[config.mk]
export PLATFORM = sky130hd
export DESIGN_NAME = dat_mem_mover
export DESIGN_NICKNAME = d
export VERILOG_FILES = /design/src/rtl/dat_mem_mover.sv
export SDC_FILE = /design/constraint.sdc
export NUM_CORES = 1
export LEC_CHECK = 0
export BUFFER_PORTS_ARGS = -buffer_cell sky130_fd_sc_hd__buf_2
export CAP_MARGIN = 15
export CORE_ASPECT_RATIO = 1.4
export CORE_MARGIN = 2
export CORE_UTILIZATION = 40
export CTS_CLUSTER_DIAMETER = 50
export DETAILED_ROUTE_END_ITERATION = 8
export PLACE_DENSITY = 0.64
export SLEW_MARGIN = 25
export SYNTH_ARGS = -nofsm -noshare
export SYNTH_HDL_FRONTEND = slang
export SYNTH_SLANG_ARGS = --single-unit
[constraint.sdc]
create_clock -name clk -period 1.78 [get_ports clk]
set_clock_uncertainty 0.15 [all_clocks]
set_input_delay 0.356 -clock clk [delete_from_list [all_inputs] [get_ports clk]]
set_output_delay 0.356 -clock clk [all_outputs]
set_load 0.01 [all_outputs]
[src/rtl/dat_mem_mover.sv]
// Block COPY / FILL initiator for the 8-bit data memory port.
// Every output is a registered decode of the next state, so there is no combinational path from start to any output.
module dat_mem_mover #(
  parameter int unsigned ADDR_W = 8,
  parameter int unsigned DATA_W = 8
) (
  input  logic              clk,
  input  logic              reset,
  input  logic              start,
  input  logic              op,
  input  logic [ADDR_W-1:0] src,
  input  logic [ADDR_W-1:0] dst,
  input  logic [ADDR_W-1:0] len,
  input  logic [DATA_W-1:0] fill_val,
  input  logic [DATA_W-1:0] mem_rdata,
  output logic [ADDR_W-1:0] mem_addr,
  output logic [DATA_W-1:0] mem_wdata,
  output logic              mem_wr_en,
  output logic              busy,
  output logic              done,
  output logic [ADDR_W-1:0] remaining
);

  typedef enum logic [2:0] {
    S_IDLE = 3'd0,
    S_RD   = 3'd1,
    S_WR   = 3'd2,
    S_FILL = 3'd3,
    S_DONE = 3'd4
  } state_t;

  state_t            state, state_d;
  logic [ADDR_W-1:0] src_ptr, src_ptr_d;
  logic [ADDR_W-1:0] dst_ptr, dst_ptr_d;
  logic [ADDR_W-1:0] rem_d;
  logic [DATA_W-1:0] buf_q, buf_d;
  logic [DATA_W-1:0] fill_val_q, fill_val_d;
  logic [ADDR_W-1:0] addr_d;
  logic [DATA_W-1:0] wdata_d;
  logic              wr_en_d, busy_d, done_d;

  // Next-state and pointer update
  always_comb begin
    state_d    = state;
    src_ptr_d  = src_ptr;
    dst_ptr_d  = dst_ptr;
    rem_d      = remaining;
    buf_d      = buf_q;
    fill_val_d = fill_val_q;
    case (state)
      S_IDLE: begin
        if (start) begin
          if (len != '0) begin
            src_ptr_d  = src;
            dst_ptr_d  = dst;
            rem_d      = len;
            fill_val_d = fill_val;
            state_d    = op ? S_FILL : S_RD;
          end else begin
            state_d = S_DONE;
          end
        end
      end
      S_RD: begin
        buf_d   = mem_rdata;
        state_d = S_WR;
      end
      S_WR: begin
        src_ptr_d = src_ptr + ADDR_W'(1);
        dst_ptr_d = dst_ptr + ADDR_W'(1);
        rem_d     = remaining - ADDR_W'(1);
        state_d   = (remaining == ADDR_W'(1)) ? S_DONE : S_RD;
      end
      S_FILL: begin
        dst_ptr_d = dst_ptr + ADDR_W'(1);
        rem_d     = remaining - ADDR_W'(1);
        state_d   = (remaining == ADDR_W'(1)) ? S_DONE : S_FILL;
      end
      S_DONE:  state_d = S_IDLE;
      default: state_d = S_IDLE;
    endcase
  end

  // Port decode of the upcoming state; idle port lines are held at zero
  always_comb begin
    addr_d  = '0;
    wdata_d = '0;
    wr_en_d = 1'b0;
    busy_d  = 1'b0;
    done_d  = 1'b0;
    case (state_d)
      S_RD: begin
        addr_d = src_ptr_d;
        busy_d = 1'b1;
      end
      S_WR: begin
        addr_d  = dst_ptr_d;
        wdata_d = buf_d;
        wr_en_d = 1'b1;
        busy_d  = 1'b1;
      end
      S_FILL: begin
        addr_d  = dst_ptr_d;
        wdata_d = fill_val_d;
        wr_en_d = 1'b1;
        busy_d  = 1'b1;
      end
      S_DONE:  done_d = 1'b1;
      default: ;
    endcase
  end

  always_ff @(posedge clk) begin
    if (reset) begin
      state      <= S_IDLE;
      src_ptr    <= '0;
      dst_ptr    <= '0;
      remaining  <= '0;
      buf_q      <= '0;
      fill_val_q <= '0;
      mem_addr   <= '0;
      mem_wdata  <= '0;
      mem_wr_en  <= 1'b0;
      busy       <= 1'b0;
      done       <= 1'b0;
    end else begin
      state      <= state_d;
      src_ptr    <= src_ptr_d;
      dst_ptr    <= dst_ptr_d;
      remaining  <= rem_d;
      buf_q      <= buf_d;
      fill_val_q <= fill_val_d;
      mem_addr   <= addr_d;
      mem_wdata  <= wdata_d;
      mem_wr_en  <= wr_en_d;
      busy       <= busy_d;
      done       <= done_d;
    end
  end

endmodule
==> flow_summary.ini <==
[pwr]
seqPwrFrac = 0.401
vdd_ir_drop_max_v = 0.000632
power.switching_mw = 1.28
p_per_area_nw_per_um2 = 900
clock_power_share = 0.311
share_comb_of_total_power = 0.288
swShare = 0.320
leakage_nw = 1.89
intPower_mw = 2.71

[timing]
setup_slack_ns = -0.180
hold_viol = 0
fin_crit_sh = 1.10
final-setup-viol-count = 29
hold-worst-slack_ns = 0.117
worst_slew_pin_slew_ns = 0.355
post-route-min-period_ns = 1.96
slew-limit-headroom = 0.761
rsz0062_at_grt = yes
maxSlewViolCount = 0
fmax_mhz = 510

[flow_run]
maxCapViolCount = 0

[worst_setup_path]
endpoint_kind = flip-flop
crit_buf_inv = 0
cp_max_fo = 6
slowest_stage = or4b_4
r2r_cells = 5
slowest_delay_ns = 0.57
crit_family = simple AND/OR/NAND/NOR gates
path_class = reg -> reg
worstPathArrival_ns = 2.03
r2r_end = mem_addr[3]$_SDFF_PP0_
crit_path_cell_trace = or4b_4 > a21o_4 > and3_4 > a311oi_4 > o22ai_1
cp-start-kind = flip-flop
r2r_start = state[1]$_SDFF_PP0_
worst_ep_required_time_ns = 1.85
regToRegSetupSlack_ns = -0.18

[clocking]
root_buffer = clkbuf_8
clock_latency_ns = 0.34
cts_hold_buf = 0
cts_tree = done
ctsLongestPathBuffers = 2
htree_levels = 3
clock_sinks = 62
cts_made_buffers = 9
clk_pin_slew_ns = 0.08

[die]
num_rows = 36
dieWidth_um = 75.4
initial_utilization = 0.411
ios = 71
die_area_um2 = 7830
core_um2 = 6940
die_y_um = 104

[global_routing]
grt_util_met1 = 0.265
antenna_found_initial = 0
grtUsageTotal = 0.222
grt_pass1_vias = 2836
met3_usage = 0.0465
grt.busiest_layer = met2
grt_pass1_wl_um = 13400
grt_max_degree = 22
grt_util_met2 = 0.368
grt_overflow = 0

[min_path]
min_delay_worst_endpoint = buf_q[1]$_SDFF_PP0_
min_path_type = in -> reg
worstHoldPathCells = 3
worstHoldStart = mem_rdata[1]

[route]
drtIter0Drc = 128
wl_um = 8490
wire_per_inst_um = 15.6
vias = 2882
firstDrtPassIters = 4
drc = 0
antenna_left = 0
vias_per_cell = 5.31

[place]
portBuffers = 70
place_hpwl_um = 6110
place_congestion = 0.873

[finish]
antennaDiodeCount = 0
multi_input_area_um2 = 1910
fillers = 634
post-route-util = 0.640
seqCellArea_um2 = 1240
fin_nets = 491
syn2layout_area_growth_pct = 55.5
drive_gt1_frac = 0.538

[run_status]
status = finished with violations
violations = setup timing

[synth]
synth.distinct_cells = 63
netlist_area_um2 = 2850
synth_cells = 314
synth-edff-count = 0
synthArstFlopShare = 0
synth.avg_cell_area_um2 = 9.09
yosys_warnings = 0
ys_seq_area_frac = 0.435
syn_nets = 362
synth-seq-cells = 62
synth_top_flop_cell = dfxtp_1
[cells by family (layout without fill, tap and decap cells)]
| group | Yosys count | count (layout) | synth area share |
|---|---|---|---|
| flops | 62 | 62 | 0.435 |
| xor+xnor | 2 | 2 | 0.00614 |
| fa+ha+maj | 4 | 4 | 0.0175 |
| simple gates | 132 | 132 | 0.233 |
| mux | 1 | 1 | 0.00351 |
| compound gates | 89 | 89 | 0.259 |
| buf+inv | 24 | 158 | 0.0461 |
[flip-flops by register name, summed over array words and instances (netlist names), 3 cells and up]
signal and cells:
mem_addr 8, dst_ptr 8, src_ptr 8, buf_q 8, state 3, fill_val_q 8, mem_wdata 8, remaining 8
[through the flow]
| stage | setup TNS (ns) | setup slack (ns) | std cells | total power, mW | instance area [µm²] |
|---|---|---|---|---|---|
| floorplan | -1.54 | -0.130 | 314 | 2.14 | 2930 |
| global placement | -11.22 | -0.376 | 519 | 2.54 | 3750 |
| detailed placement | -11.47 | -0.426 | 519 | 2.56 | 3750 |
| CTS | -2.27 | -0.178 | 540 | 3.87 | 4140 |
| global route | -4.13 | -0.218 | 543 | 4.18 | 4440 |
| finish | -2.56 | -0.180 | 543 | 3.99 | 4440 |
[power by group through the flow]
| stage | sequential, mW | combinational [mW] | clock (mW) |
|---|---|---|---|
| finish | 1.60 | 1.15 | 1.24 |
| global route | 1.61 | 1.25 | 1.32 |
| CTS | 1.59 | 1.03 | 1.25 |
| detailed placement | 1.62 | 0.944 | 0 |
| global placement | 1.61 | 0.931 | 0 |
| floorplan | 1.65 | 0.491 | 0 |
[worst max path at each step]
| stage | end | from | cells past startpoint |
|---|---|---|---|
| after detailed placement | mem_addr[3]$_SDFF_PP0_ | start | 6 |
| after global placement | mem_addr[3]$_SDFF_PP0_ | start | 6 |
| after floorplan | mem_addr[3]$_SDFF_PP0_ | state[0]$_SDFF_PP0_ | 6 |
| after CTS | mem_addr[3]$_SDFF_PP0_ | state[1]$_SDFF_PP0_ | 5 |
| final | mem_addr[3]$_SDFF_PP0_ | state[1]$_SDFF_PP0_ | 5 |
| after global routing | mem_addr[3]$_SDFF_PP0_ | state[1]$_SDFF_PP0_ | 5 |
[worst reg2reg max path, stage by stage, from the launching register on]
cell	delay, ns
dfxtp_2	0.33
or4b_4	0.57
a21o_4	0.25
and3_4	0.16
a311oi_4	0.27
o22ai_1	0.12
[layout make-up]
class,count,area share
Timing Repair Buffer,135,0.212
Tap cell,95,0.0268
Multi-Input combinational cell,228,0.431
Sequential cell,62,0.280
Clock inverter,7,0.0169
Inverter,7,0.00592
Clock buffer,9,0.0279
[cells in the final DEF, fill, tap and decap left out, types with 6 or more instances in the layout]
master / synthesis / layout
o21ai_0: 7 / 6
buf_4: 0 / 52
a21oi_2: 9 / 8
nor2_1: 36 / 33
nand2_2: 9 / 8
dfxtp_1: 62 / 60
buf_2: 7 / 68
clkbuf_8: 0 / 9
buf_6: 2 / 10
a21oi_1: 15 / 13
nor3_1: 10 / 6
nand2_1: 39 / 31
nand2_4: 0 / 9
a22o_1: 8 / 8
[cell usage after synthesis (all sizes together) (3+ instances only)]
cell type	number	area, µm²
a2111oi	3	45.0
a211oi	5	42.5
a21o	3	22.5
a21oi	25	170
a221oi	4	41.3
a22o	8	70.1
a31oi	3	31.3
and2	3	18.8
and3	5	31.3
buf	10	77.6
clkbuf	7	27.5
dfxtp	62	1240
ha	4	50.1
inv	7	26.3
nand2	48	203
nand3	5	25.0
nand4	4	25.0
nor2	37	141
nor3	10	50.1
nor4	5	43.8
o21ai	9	48.8
o221ai	3	26.3
o22ai	6	43.8
o2bb2ai	7	80.1
or4	3	22.5
[metal layers]
layer	routed length, µm	share of wire
met5	0	0
met2	4520	0.53
met3	311	0.037
met4	220	0.026
met1	3440	0.40
[timing repair]
action / CTS / global route
buffers inserted: 5 / 6
pin swaps: 14 / 32
endpoints found under the setup margin: 44 / 48
gates resized for setup: 30 / 58
No activity file was read; power rests on OpenSTA's default activity.
